<file path="config.mk">
export PLATFORM = sky130hd
export DESIGN_NAME = seq_gen
export DESIGN_NICKNAME = d
export VERILOG_FILES = /design/src/rtl/seq_gen.sv
export SDC_FILE = /design/constraint.sdc
export NUM_CORES = 1
export LEC_CHECK = 0
export ABC_CLOCK_PERIOD_IN_PS = 2440
export BUFFER_PORTS_ARGS = -buffer_cell sky130_fd_sc_hd__clkbuf_2
export CAP_MARGIN = 20
export CORE_MARGIN = 4
export CORE_UTILIZATION = 57
export CTS_CLUSTER_SIZE = 20
export DETAILED_ROUTE_END_ITERATION = 8
export GPL_TIMING_DRIVEN = 0
export PLACE_DENSITY = 0.79
export SYNTH_ARGS = -nofsm -noshare
export SYNTH_HDL_FRONTEND = slang
export SYNTH_SLANG_ARGS = --single-unit
</file>
<file path="constraint.sdc">
create_clock -name clk -period 2.44 [get_ports clk]
set_input_delay 0 -clock clk [delete_from_list [all_inputs] [get_ports clk]]
set_output_delay 0 -clock clk [all_outputs]
set_load 0.02 [all_outputs]
</file>
<file path="src/rtl/seq_gen.sv">
// seq_gen: serializes a latched pattern MSB-first as next/data strobes with pulse/gap pacing.
// Optional SEQ_GEN_REPEAT_EN macro enables continuous repeat until stop.
module seq_gen #(
   parameter int WIDTH        = 12,
   parameter int PULSE_CYCLES = 2,
   parameter int GAP_CYCLES   = 25
) (
   input  logic                       clk,
   input  logic                       reset,
   input  logic                       start,
   input  logic [WIDTH-1:0]           pattern,
   input  logic [$clog2(WIDTH+1)-1:0] len,
   input  logic                       stop,
   output logic                       next,
   output logic                       data,
   output logic                       busy,
   output logic                       done,
   output logic [$clog2(WIDTH+1)-1:0] bits_sent
);

   localparam int LW = $clog2(WIDTH+1);
   localparam int CW = $clog2(PULSE_CYCLES+GAP_CYCLES+1);
   localparam logic [LW-1:0] WMAX  = LW'(WIDTH);
   localparam logic [LW-1:0] ONE   = LW'(1);
   localparam logic [CW-1:0] PLAST = CW'(PULSE_CYCLES-1);
   localparam logic [CW-1:0] GLAST = CW'(GAP_CYCLES-1);

   typedef enum logic [1:0] {IDLE, PULSE, GAP, DONE} state_t;

   state_t          state;
   logic [WIDTH-1:0] pat;
   logic [LW-1:0]   n_bits;
   logic [LW-1:0]   idx;
   logic [CW-1:0]   cnt;
   logic            stop_seen;
   logic            stop_now;
   logic [LW-1:0]   len_c;

   assign len_c    = (len > WMAX) ? WMAX : len;
   assign stop_now = stop_seen | stop;

   always_ff @(posedge clk or posedge reset) begin
      if (reset) begin
         state     <= IDLE;
         pat       <= '0;
         n_bits    <= '0;
         idx       <= '0;
         cnt       <= '0;
         stop_seen <= 1'b0;
         next      <= 1'b0;
         data      <= 1'b0;
         busy      <= 1'b0;
         done      <= 1'b0;
         bits_sent <= '0;
      end else begin
         done <= 1'b0;
         unique case (state)
            IDLE: begin
               stop_seen <= 1'b0;
               cnt       <= '0;
               if (start) begin
                  pat       <= pattern;
                  n_bits    <= len_c;
                  idx       <= len_c - ONE;
                  bits_sent <= '0;
                  if (len_c == '0) begin
                     state <= DONE;
                     done  <= 1'b1;
                  end else begin
                     state <= PULSE;
                     next  <= 1'b1;
                     data  <= pattern[len_c - ONE];
                     busy  <= 1'b1;
                  end
               end
            end
            PULSE: begin
               if (stop) stop_seen <= 1'b1;
               if (cnt == PLAST) begin
                  cnt   <= '0;
                  next  <= 1'b0;
                  data  <= 1'b0;
                  state <= GAP;
                  if (bits_sent != n_bits) bits_sent <= bits_sent + ONE;
               end else begin
                  cnt <= cnt + CW'(1);
               end
            end
            GAP: begin
               if (stop) stop_seen <= 1'b1;
               if (cnt == GLAST) begin
                  cnt <= '0;
                  if (stop_now) begin
                     state <= DONE;
                     busy  <= 1'b0;
                     done  <= 1'b1;
                  end else if (idx == '0) begin
`ifdef SEQ_GEN_REPEAT_EN
                     // wrap into a new pass; done marks the pass boundary
                     idx       <= n_bits - ONE;
                     bits_sent <= '0;
                     done      <= 1'b1;
                     next      <= 1'b1;
                     data      <= pat[n_bits - ONE];
                     state     <= PULSE;
`else
                     state <= DONE;
                     busy  <= 1'b0;
                     done  <= 1'b1;
`endif
                  end else begin
                     idx   <= idx - ONE;
                     next  <= 1'b1;
                     data  <= pat[idx - ONE];
                     state <= PULSE;
                  end
               end else begin
                  cnt <= cnt + CW'(1);
               end
            end
            DONE: begin
               state <= IDLE;
            end
         endcase
      end
   end

endmodule

</file>
==> summary.md <==
| Metric | Value |
|---|---|
| Status | `completed` |
| Unrepaired setup endpoints after global routing | `false` |
| TritonCTS Sinks | `36` |
| Tcrit/Tclk final | `between 80 and 90%` |
| CP top delay family | `compound AO/OA/AOI/OAI gates` |
| Cells after Synth | `~220` |
| Fillcell total | `between 200 and 300` |
| Min cycle time layout | `around 2100 ps` |
| HPWL after detailed placement | `roughly 3.5 mm` |
| Routing usage on met3 | `slightly above 5%` |
| Peak supply drop | `between 0.6 and 0.7 mV` |
| CTS HTree Levels | `2` |
| Worst hold stages | `3` |
| Final setup fails | `0` |
| Power, Total | `between 3 and 4 mW` |
| Seq/Total Area, Yosys | `about two fifths` |
| DR WL/cell | `14.9 µm` |
| Area grow syn2layout | `20.3%` |
| Switching Fraction | `about two fifths` |
| GRT met2 Usage | `approximately a third` |
| Core region area | `between 0.003 and 0.004 mm²` |
| Clock Skews | `between 5 and 6 ps` |
| Number of antenna violations at the first check in global routing | `0` |
| Sw Pwr | `approximately 1.2 mW` |
| Syn Std Cell Area | `between 0.002 and 0.0025 mm²` |
| Setup_tns | `0 ps` |
| Leak | `around 1.2 nW` |
| Max stage delay cell, worst path | `dfrtp_1` |
| Vias | `1789` |
| Antenna cells | `0` |
| Clock latency on the worst-skew pair | `290 ps` |
| Int Power | `roughly 1.8 mW` |
| DR DRC count | `0` |
| Congestion Overflow GR | `0` |
| CTS Root Buffer Type | `clkbuf_8` |
| DR pass1 iterations | `4` |
| Min-Delay Endpoint | `stop_seen` |
| Share of cells above drive strength 1 | `23.0%` |
| Flops & latches, synth | `36` |
| Gr busiest metal | `met2` |
| Final Max Tran Viols | `0` |
| Worst path bufs/invs | `1` |
| CP endpoint kind | `flop` |
| Setup ws final | `300 ps` |
| Main synth FF type | `dfrtp_1` |
| Nets@finish | `approximately 300` |
| GRT Util Overall | `20.9%` |
| Min Hold Slack | `approximately 25 ps` |
| Setup Fix Bufs, Post-CTS | `0` |
| Distinct cells, synth | `44` |
| Crit path largest cell delay | `between 500 and 600 ps` |
| Critical path startpoint category | `flop` |
| Final ANT Viol Nets | `0` |
| Top cell by count, worst path | `o21ai_0` |
| Critical path class | `flop to flop` |
| Reg-to-reg critical path endpoint | `idx[0]` |
| Largest net degree at the start of global routing | `14` |
| # rows | `22` |
| Synth async-reset ratio | `100%` |
| CTS Buffer Depth | `2` |
| Fmax | `around 0.47 GHz` |
| Worst Reg-to-Reg Cells | `8` |
| Ys Warns | `0` |
| Global routing usage on met1 | `approximately a quarter` |
| Mapped Avg Cell Area | `between 9 and 10 µm²` |
| Clock share of power | `14.6%` |
| Combinational power share | `about 51%` |
| Slew HR | `approximately 64%` |
| Initial DRC count | `approximately 140` |
| Max-cap violations | `0` |
| Final hold vios | `0` |
| Placer Congestion | `around 0.9` |
| Signal arrival time at the worst endpoint | `around 2300 ps` |
| Reg-to-Reg Start | `idx[0]` |
| Post-placement setup slack | `around 42 ps` |
| TritonCTS clock tree | `done` |
| Initial core utilization | `between 50% and 60%` |
| # IOs | `28` |
| Die area | `about 0.0049 mm²` |
| Final WL | `around 4.8 mm` |
| DIE WIDTH | `between 60 and 70 µm` |
| Vias in the first global route | `1796` |
| EDFF count, synth | `0` |
| Reg2reg setup slack | `300 ps` |
| PwrDens | `between 1000 and 1500 mW/mm²` |
| Hold Crit Start | `stop` |
| Worst Max-Slew Pin Slew | `roughly 530 ps` |
| Min-delay worst type | `primary input to flop` |
| TritonCTS buffer count | `5` |
| First-pass GRT wire length | `between 8 and 9 mm` |
| Flop pwr share | `34.9%` |
| Clock-pin slew on the worst setup and hold paths | `~70 ps` |
| CP cell instances | `inv_1 -> ha_1 -> nor3b_1 -> nor3_1 -> nand2_1 -> a211o_1 -> o21ai_0 -> o21ai_0` |
| Die height | `69.7 µm` |
| IO buf count | `26` |
| Crit path required time | `between 2000 and 3000 ps` |
| Vias per cell | `roughly 5.6` |
| Max FO, Critical Path | `7` |
| Final core area utilization | `71.4%` |
| Synthesized Nets | `252` |
[per-layer routing]
metal / part of all wire (%) / wire [µm] / vias up
li1: - / - / 890
met1: 44 / 2080 / 840
met2: 50 / 2370 / 51
met3: 4.9 / 233 / 8
met4: 1.5 / 69 / 0
met5: 0 / 0 / -
[cell type report]
class | count | area (µm²) | area share [%]
Multi-Input combinational cell | 164 | 1190 | 45.5
Sequential cell | 36 | 901 | 34.5
Timing Repair Buffer | 41 | 290 | 11.1
Clock buffer | 8 | 90.1 | 3.45
Tap cell | 48 | 60.1 | 2.30
Inverter | 12 | 45.0 | 1.72
Buffer | 9 | 38.8 | 1.48
[synthesized netlist by cell type (all sizes together) (3+ instances only)]
cell | number | share of area [%]
o21ai | 23 | 5.3
nor2b | 5 | 1.4
dfrtp | 36 | 41
nor2 | 9 | 1.6
xnor2 | 4 | 1.6
nor3 | 7 | 1.6
mux2 | 16 | 8.5
nand2 | 23 | 4.0
clkbuf | 6 | 1.0
o31ai | 7 | 2.7
a22o | 3 | 1.2
xor2 | 3 | 1.2
nand2b | 7 | 2.0
mux4 | 3 | 3.1
inv | 12 | 2.1
buf | 4 | 0.92
nand3 | 5 | 1.2
nor3b | 3 | 1.0
ha | 10 | 5.8
a21oi | 11 | 2.7
[kinds of logic (layout without fill, tap and decap cells)]
family,count (synthesis),count (layout),share of synthesized area [%]
AO/OA/AOI/OAI,59,59,17.7
buffers and inverters,22,70,4.03
multiplexers,21,21,12.5
flip-flops,36,36,41.5
XOR/XNOR,7,7,2.82
AND/OR/NAND/NOR,67,67,15.7
adder cells (fa/ha/maj),10,10,5.76
[layout by cell type (no fill, tap or decap), types with 4 or more instances in the layout]
master / count
nand3_1: 5
nor3_1: 7
clkbuf_2: 26
dfrtp_1: 36
nor2b_1: 5
clkbuf_8: 6
nor2_1: 9
nand2_1: 23
xnor2_1: 4
a21oi_1: 10
clkbuf_1: 7
mux2_2: 15
nand2b_1: 7
inv_1: 12
buf_2: 4
dlygate4sd3_1: 13
o21ai_0: 23
ha_1: 10
o31ai_1: 6
[worst max path at each step]
stage                      start  depth (start not counted)  endpoint  slack [ps]
after CTS                 idx[0]                          9    idx[0]          40
after detailed placement  idx[0]                          9    idx[0]          40
after floorplan           idx[0]                          9    idx[2]         460
after global routing      idx[0]                          8    idx[2]         100
after global placement    idx[0]                          9    idx[0]         100
final                     idx[0]                          8    idx[0]         300
[registers in the layout, summed over array words and instances (netlist names)]
register / flops
busy: 1
pat: 12
data: 1
cnt: 5
state: 2
next: 1
done: 1
n_bits: 4
idx: 4
stop_seen: 1
bits_sent: 4
[worst reg2reg max path: cells and delay by family (launching register included)]
| kind | cells | cell delay (ps) |
|---|---|---|
| flip-flops | 1 | 530 |
| adder cells (fa/ha/maj) | 1 | 250 |
| buffers and inverters | 1 | 90 |
| AO/OA/AOI/OAI | 3 | 620 |
| AND/OR/NAND/NOR | 3 | 530 |
[power groups by stage]
| stage | Combinational, mW | Clock (mW) | Sequential, mW |
|---|---|---|---|
| 6_report | 1.52 | 0.439 | 1.05 |
| 5_1_grt | 1.68 | 0.473 | 1.08 |
| 3_3_place_gp | 1.46 | 0 | 1.02 |
| 4_1_cts | 1.54 | 0.453 | 1.03 |
| 3_5_place_dp | 1.51 | 0 | 1.04 |
| 2_1_floorplan | 1.15 | 0 | 1.03 |
[timing repair]
action	CTS	global route
gates resized for setup	0	1
hold buffers	13	0
setup endpoints to repair	0	4
endpoints found under the hold margin	23	0
[per-stage QoR]
stage	instance area (µm²)	instances
2_1_floorplan	2170	222
3_3_place_gp	2360	296
3_5_place_dp	2390	298
4_1_cts	2610	319
5_1_grt	2610	318
6_report	2610	318
No activity file was read; power rests on OpenSTA's default activity.
